$ cat config.mk
export PLATFORM = sky130hd
export DESIGN_NAME = button_conditioner
export DESIGN_NICKNAME = d
export VERILOG_FILES = /design/src/rtl/button_conditioner.sv
export SDC_FILE = /design/constraint.sdc
export NUM_CORES = 1
export LEC_CHECK = 0
export CELL_PAD_IN_SITES_DETAIL_PLACEMENT = 1
export CELL_PAD_IN_SITES_GLOBAL_PLACEMENT = 1
export CORE_MARGIN = 4
export CORE_UTILIZATION = 43
export CTS_CLUSTER_DIAMETER = 200
export DETAILED_ROUTE_END_ITERATION = 16
export MAX_ROUTING_LAYER = met4
export PLACE_DENSITY_LB_ADDON = 0.08
export RECOVER_POWER = 50
export SLEW_MARGIN = 0
export SYNTH_ARGS = -nofsm -noshare
export SYNTH_HDL_FRONTEND = slang
export SYNTH_SLANG_ARGS = --single-unit
$ cat constraint.sdc
create_clock -name clk -period 1.7 [get_ports clk]
set_clock_uncertainty 0.1 [all_clocks]
set_input_delay 0.255 -clock clk [delete_from_list [all_inputs] [get_ports clk]]
set_output_delay 0.255 -clock clk [all_outputs]
set_load 0.02 [all_outputs]
$ cat src/rtl/button_conditioner.sv
// Per-channel button front end: two-flop synchroniser, stable-count debounce
// filter, clean active-low level and one-cycle press/release pulses.
module button_conditioner #(
    parameter int NUM_BUTTONS     = 2,
    parameter int DEBOUNCE_CYCLES = 270000,
    parameter int CNT_W           = 20
) (
    input  logic                   clk,
    input  logic                   rst,
    input  logic [NUM_BUTTONS-1:0] button_raw,
    output logic [NUM_BUTTONS-1:0] button_clean,
    output logic [NUM_BUTTONS-1:0] press_pulse,
    output logic [NUM_BUTTONS-1:0] release_pulse
);

    localparam logic [CNT_W-1:0] CNT_LAST = CNT_W'(DEBOUNCE_CYCLES - 1);

    logic [NUM_BUTTONS-1:0] sync1_q, sync1_d;
    logic [NUM_BUTTONS-1:0] sync2_q, sync2_d;
    logic [NUM_BUTTONS-1:0] clean_q, clean_d;
    logic [NUM_BUTTONS-1:0] press_q, press_d;
    logic [NUM_BUTTONS-1:0] release_q, release_d;
    logic [CNT_W-1:0]       cnt_q [NUM_BUTTONS];
    logic [CNT_W-1:0]       cnt_d [NUM_BUTTONS];

    // A channel is counting whenever its synchronised level differs from the
    // accepted level; any return to the accepted level discards the count.
    always_comb begin
        sync1_d   = button_raw;
        sync2_d   = sync1_q;
        clean_d   = clean_q;
        press_d   = '0;
        release_d = '0;
        for (int i = 0; i < NUM_BUTTONS; i++) begin
            cnt_d[i] = '0;
            if (sync2_q[i] != clean_q[i]) begin
                if (cnt_q[i] == CNT_LAST) begin
                    clean_d[i]   = sync2_q[i];
                    press_d[i]   = ~sync2_q[i];
                    release_d[i] = sync2_q[i];
                end else begin
                    cnt_d[i] = cnt_q[i] + CNT_W'(1);
                end
            end
        end
    end

    always_ff @(posedge clk or posedge rst) begin
        if (rst) begin
            sync1_q   <= '1;
            sync2_q   <= '1;
            clean_q   <= '1;
            press_q   <= '0;
            release_q <= '0;
            for (int i = 0; i < NUM_BUTTONS; i++) begin
                cnt_q[i] <= '0;
            end
        end else begin
            sync1_q   <= sync1_d;
            sync2_q   <= sync2_d;
            clean_q   <= clean_d;
            press_q   <= press_d;
            release_q <= release_d;
            for (int i = 0; i < NUM_BUTTONS; i++) begin
                cnt_q[i] <= cnt_d[i];
            end
        end
    end

    assign button_clean  = clean_q;
    assign press_pulse   = press_q;
    assign release_pulse = release_q;

endmodule

==> flow_metrics.tcl, run 1 <==
set metrics [dict create \
    postSynthAreaPerCell_um2 11.1 \
    clkSlewWorstSetupHoldPaths_ns 0.10 \
    global_route.usage.total_pct 20.5 \
    timing.slew.headroom_pct 53.1 \
    power.share.sequential_pct 57.4 \
    chipWidth_um 82.9 \
    core_region_area_mm2 0.00547 \
    boundaryPins 10 \
    gate_count_of_the_mapped_netlist 218 \
    yosys_register_bits 50 \
    dp_hpwl_um 4560 \
    power_density_mw_per_mm2 620 \
    final-instance-count-excl-fill 361 \
    power.share.combinational_pct 6.9 \
    worstSkewPairLatency_ns 0.31 \
    startpoint_class "register" \
    setup.worst_path.end_class "register" \
    failed_checks "setup timing" \
    die_extent_in_y_um 82.9 \
    irDropWorstVdd_mv 0.497 \
    ys_async_sr_fraction_pct 100 \
    synth_top_family_by_area "simple AND/OR/NAND/NOR gates" \
    yosys.cell_types.count 38 \
    synth_ff_type "sky130_fd_sc_hd__dfrtp_1" \
    detail_route.vias_per_cell 5.54 \
    power_switching_share_pct 24.5 \
    complex_gate_fraction_of_the_synthesized_area_pct 7.89 \
    min-delay-path-class "reg -> reg" \
    maxClockFrequency_mhz 531 \
    num-nets-final 294 \
    layout_common_cells "sky130_fd_sc_hd__buf_4 (45), sky130_fd_sc_hd__dfrtp_1 (38), sky130_fd_sc_hd__xor2_1 (19), sky130_fd_sc_hd__nor2_2 (16), sky130_fd_sc_hd__nand4_1 (15)" \
    std_cell_rows 27 \
    grt_setup_unrepaired "true" \
    final_hold_viol_count 0 \
    cts_made_buffers 5 \
    gr-total-overflow 0 \
    antenna_cells 0 \
    synth-seq-area-share_pct 52.2 \
    final_core_utilization_pct 62.9 \
    grt_pass1_vias 2249 \
    place.detailed.instances 340 \
    route.antenna.remaining_nets 0 \
    timing_worst_slew_pin_value_ns 0.703 \
    area_of_the_die_mm2 0.00687 \
    total_nets_after_synthesis 224 \
    cellInternalPower_mw 1.61 \
    status "finished, violations left" \
    routed_wirelength_um 6950 \
    routability_driven_placement_congestion_ratio 0.796 \
    synth_enable_flop_cells 0 \
    h-tree-depth 2 \
    worst-endpoint-arrival_ns 2.03 \
    grt_pass1_wl_um 11200 \
    yosys.area_share.adder_pct 1.04 \
    synth.area.mux_share_pct 1.09 \
    grt_max_degree 26 \
    syn-cell-area_mm2 0.00241 \
    leakagePower_nw 1.38 \
    worstPathMaxFanout 4 \
    postLayoutSetupSlackWorst_ns -0.185 \
    layout-drive-gt1-share_pct 50.9 \
    design_power_total_mw 2.13 \
    numClockSinks 50 \
    synth_xor_area_share_pct 9.44 \
    route.detailed.wl_per_inst_um 19.2 \
    worst_hold_startpoint "sync1_q[0]$_DFF_PP1_" \
    tritoncts "done" \
    detail_route.first_pass.iterations 4 \
    remaining_drc_errors 0 \
    first_iter_violations 83 \
    maxcap_violations 0 \
    worst_ep_required_ns 1.85 \
    crit_type "reg -> reg" \
    clock_path_buffers 2 \
    slew_violations 0 \
    final-setup-viol-count 36 \
    num_vias 1999 \
    initial_utilization_pct 44.1 \
    place_ws_ns -0.190 \
    area_growth_pct 42.8 \
    clock_tree.root_cell "sky130_fd_sc_hd__clkbuf_8" \
    power.clock.fraction_pct 35.6 \
    net-switching-power_mw 0.522 \
    layout.cells.most_common "sky130_fd_sc_hd__buf_4" \
    antenna_found_initial 0 \
    hold_ws_ns 0.266 \
    portBuffers 9 \
    post_synth_and_or_nand_nor_area_fraction_pct 26.5 \
    yosysWarnings 0 \
    critical_path.startpoint "cnt_q[8]$_DFF_PP0_" \
    post-route-min-period_ns 1.89 \
    min_period_over_period_pct 111 \
    worstReg2RegStart "cnt_q[8]$_DFF_PP0_" \
]
## per-stage QoR
stage	area (µm²)	setup TNS [ns]
2_1_floorplan	2460	-1.43
3_3_place_gp	2950	-1.63
3_5_place_dp	2950	-4.54
4_1_cts	3220	-2.95
5_1_grt	3440	-6.33
6_report	3440	-2.98
## layout make-up
type	count	area, µm²
clock buffer	6	82.6
clock inverter	2	16.3
fill	590	2030
inverter	3	11.3
multi-input combinational	160	1390
sequential	50	1270
tap	72	90.1
timing repair buffer	68	584
## critical path: stages, from the launching register on
cell,delay [ns]
sky130_fd_sc_hd__dfrtp_1,0.44
sky130_fd_sc_hd__nor4b_4,0.32
sky130_fd_sc_hd__nand4_4,0.16
sky130_fd_sc_hd__or4_4,0.49
sky130_fd_sc_hd__mux2_4,0.32
## final timing paths
path,to,slack [ns],cells past startpoint
max,button_clean[1]$_DFFE_PP1P_,-0.19,4
min,sync2_q[0]$_DFF_PP1_,0.27,0
max reg2reg,button_clean[1]$_DFFE_PP1P_,-0.19,4
min reg2reg,sync2_q[0]$_DFF_PP1_,0.27,0
max in group asynchronous,cnt_q[33]$_DFF_PP0_,0.20,3
min in group asynchronous,press_pulse[0]$_DFF_PP0_,0.38,2
## cell families (layout without fill, tap and decap cells)
group | count (synthesis) | in the layout
simple gates | 104 | 104
mux | 2 | 2
flops | 50 | 50
buf+inv | 8 | 79
compound gates | 26 | 26
xor+xnor | 26 | 26
fa+ha+maj | 2 | 2
## registers in the layout, indices dropped and copies added (netlist names)
name	cells
sync2_q	2
sync1_q	2
button_clean	2
release_pulse	2
cnt_q	40
press_pulse	2
## timing repair
item | in CTS | in global routing
hold buffers | 0 | 0
pin swaps | 10 | 15
setup endpoints to repair | 45 | 46
gates resized for setup | 34 | 56
buffers inserted | 7 | 4
endpoints found under the hold margin | 0 | 0
cloned | 2 | 0
## synthesized netlist by cell type, types with 4 or more instances
library cell / instances / area share [%]
sky130_fd_sc_hd__a21oi_1: 11 / 2.3
sky130_fd_sc_hd__nand2_1: 11 / 1.7
sky130_fd_sc_hd__nor2_1: 29 / 4.5
sky130_fd_sc_hd__or3_1: 7 / 1.8
sky130_fd_sc_hd__nand4_1: 15 / 3.9
sky130_fd_sc_hd__nand3_1: 8 / 1.7
sky130_fd_sc_hd__o21ai_0: 6 / 1.2
sky130_fd_sc_hd__xor2_1: 19 / 6.9
sky130_fd_sc_hd__or4_1: 5 / 1.6
sky130_fd_sc_hd__nor3b_1: 4 / 1.2
sky130_fd_sc_hd__xnor2_1: 7 / 2.5
sky130_fd_sc_hd__dfstp_2: 6 / 6.5
sky130_fd_sc_hd__and4_1: 5 / 1.8
sky130_fd_sc_hd__o31ai_1: 5 / 1.6
sky130_fd_sc_hd__dfrtp_1: 44 / 46
## power by group through the flow
| stage | logic [mW] | clock network, mW | registers [mW] |
|---|---|---|---|
| floorplan | 0.0570 | 0 | 1.25 |
| global placement | 0.104 | 0 | 1.24 |
| detailed placement | 0.110 | 0 | 1.25 |
| CTS | 0.132 | 0.775 | 1.22 |
| global route | 0.161 | 0.835 | 1.23 |
| finish | 0.148 | 0.760 | 1.22 |
## routing by layer
metal / vias to the layer above / track usage, % / routed length [µm]
li1: 933 / - / -
met1: 1032 / 25.4 / 3110
met2: 27 / 35.0 / 3630
met3: 7 / 3.47 / 134
met4: 0 / 4.90 / 69
met5: - / - / 0
No activity file was read; power rests on OpenSTA's default activity.
==> run 2: changes to the inputs <==
SLEW_MARGIN = 20   (was 0)
==> results of run 2 <==
Final layout, timing and power as in run 1 (identical DEF).
==> run 3: changes to the inputs <==
MAX_ROUTING_LAYER = not set   (was met4)
==> run 3 against run 2 <==
Effect of this change:
- the run still ends with setup timing left
- setup slack about the same
- combinational power hardly changed
- die area stayed put
- first-iteration DRC count fell by 8.4%
- clock power decreased by 0.8%
- count of clock-buffer cells in the layout stayed put
- sequential power barely moved
- flip-flop and latch count stayed put
- largest cell class unchanged
- critical path depth unchanged
==> flow_metrics.tcl, run 3 (synthesis gave the netlist of run 1 again) <==
set metrics [dict create \
    die_extent_in_y_um 82.9 \
    grt_max_degree 26 \
    first_iter_violations 76 \
    grt_setup_unrepaired "true" \
    boundaryPins 10 \
    regMostFlops "cnt_q" \
    global_route.usage.total_pct 20.0 \
    core_region_area_mm2 0.00547 \
    clock_tree.root_cell "sky130_fd_sc_hd__clkbuf_8" \
    maxcap_violations 0 \
    min_period_over_period_pct 111 \
    leakagePower_nw 1.38 \
    final.setup.tns_ns -2.92 \
    gr-total-overflow 0 \
    routability_driven_placement_congestion_ratio 0.785 \
    dp_hpwl_um 4560 \
    final-instance-count-excl-fill 361 \
    route.antenna.remaining_nets 0 \
    hold_buffers 0 \
    worst_hold_startpoint "sync1_q[0]$_DFF_PP1_" \
    chipWidth_um 82.9 \
    status "finished, violations left" \
    numClockSinks 50 \
    area_growth_pct 42.8 \
    h-tree-depth 2 \
    power.share.sequential_pct 57.6 \
    cell_area_after_placement_mm2 0.00295 \
    power_density_mw_per_mm2 618 \
    detail_route.first_pass.iterations 4 \
    cts_made_buffers 5 \
    worstReg2RegStart "cnt_q[8]$_DFF_PP0_" \
    worst-endpoint-arrival_ns 2.03 \
    min-delay-path-class "reg -> reg" \
    postLayoutSetupSlackWorst_ns -0.185 \
    detail_route.vias_per_cell 5.47 \
    initial_utilization_pct 44.1 \
    layout_common_cells "sky130_fd_sc_hd__buf_4 (45), sky130_fd_sc_hd__dfrtp_1 (38), sky130_fd_sc_hd__xor2_1 (19), sky130_fd_sc_hd__nor2_2 (16), sky130_fd_sc_hd__nand4_1 (15)" \
    power.clock.fraction_pct 35.5 \
    design_power_total_mw 2.13 \
    post-route-cell-area_mm2 0.00344 \
    area_of_the_die_mm2 0.00687 \
    final_core_utilization_pct 62.9 \
    timing_worst_slew_pin_value_ns 0.702 \
    net-switching-power_mw 0.515 \
    power.share.combinational_pct 6.9 \
    remaining_drc_errors 0 \
    tritoncts "done" \
    startpoint_class "register" \
    failed_checks "setup timing" \
    post-route-min-period_ns 1.88 \
    routed_wirelength_um 6900 \
    worstPathMaxFanout 4 \
    num_vias 1976 \
    clkSlewWorstSetupHoldPaths_ns 0.10 \
    largest_register_ff_count 40 \
    std_cell_rows 27 \
    cellInternalPower_mw 1.61 \
    worst_ep_required_ns 1.84 \
    crit_type "reg -> reg" \
    maxClockFrequency_mhz 531 \
    place.detailed.instances 340 \
    irDropWorstVdd_mv 0.497 \
    timing.slew.headroom_pct 53.2 \
    slew_violations 0 \
    portBuffers 9 \
    layout-drive-gt1-share_pct 50.9 \
    setup.worst_path.end_class "register" \
    antenna_cells 0 \
    n_fill_cell 590 \
    grt_pass1_vias 2241 \
    final_hold_viol_count 0 \
    layout.cells.most_common "sky130_fd_sc_hd__buf_4" \
    critical_path.startpoint "cnt_q[8]$_DFF_PP0_" \
    route.detailed.wl_per_inst_um 19.1 \
    antenna_found_initial 0 \
    grt_pass1_wl_um 11200 \
    final-setup-viol-count 31 \
    worstSkewPairLatency_ns 0.30 \
    num-nets-final 294 \
    power_switching_share_pct 24.2 \
    clock_path_buffers 2 \
]
[run 3: cell counts in the layout (fill, tap and decap cells not counted)]
Identical to the previous run, type by type.
[run 3: critical path, stage by stage, from the launching register on]
cell                      delay (ns)
sky130_fd_sc_hd__dfrtp_1        0.44
sky130_fd_sc_hd__nor4b_4        0.32
sky130_fd_sc_hd__nand4_4        0.16
sky130_fd_sc_hd__or4_4          0.49
sky130_fd_sc_hd__mux2_4         0.32
[run 3: power groups by stage]
| stage | clock network (mW) | registers, mW | logic [mW] |
|---|---|---|---|
| final | 0.754 | 1.22 | 0.147 |
| after global routing | 0.837 | 1.23 | 0.161 |
| after floorplan | 0 | 1.25 | 0.0570 |
| after CTS | 0.775 | 1.22 | 0.132 |
| after global placement | 0 | 1.24 | 0.104 |
| after detailed placement | 0 | 1.25 | 0.110 |
[run 3: final timing paths]
path | depth (start not counted) | slack [ns] | to
max | 4 | -0.18 | button_clean[1]$_DFFE_PP1P_
min | 0 | 0.27 | sync2_q[0]$_DFF_PP1_
max reg2reg | 4 | -0.18 | button_clean[1]$_DFFE_PP1P_
min reg2reg | 0 | 0.27 | sync2_q[0]$_DFF_PP1_
max in group asynchronous | 3 | 0.20 | cnt_q[34]$_DFF_PP0_
min in group asynchronous | 2 | 0.39 | press_pulse[0]$_DFF_PP0_
[run 3: repair_timing]
item / CTS / global route
buffers inserted: 7 / 4
gates resized for setup: 34 / 56
gates cloned: 2 / 0
pin swaps: 10 / 15
endpoints found under the setup margin: 45 / 46
[run 3: area by class of cell]
class	count	area, µm²	share of cell area (%)
Multi-Input combinational cell	160	1390	40.4
Sequential cell	50	1270	36.8
Clock inverter	2	16.3	0.473
Timing Repair Buffer	68	584	17.0
Tap cell	72	90.1	2.62
Clock buffer	6	82.6	2.40
Inverter	3	11.3	0.327
[run 3: per-layer routing]
layer,GRT usage (%),vias to the layer above,part of all wire [%]
met5,0,-,0
met4,5.35,0,0.72
met3,3.27,4,1.8
met2,34.8,23,52
met1,25.6,1023,45
li1,-,926,-
[run 3: stage by stage]
step | hold slack, ns | worst slack [ns]
floorplan | 0.159 | -0.155
global placement | 0.247 | -0.106
detailed placement | 0.253 | -0.190
CTS | 0.149 | -0.158
global route | 0.274 | -0.251
finish | 0.266 | -0.185
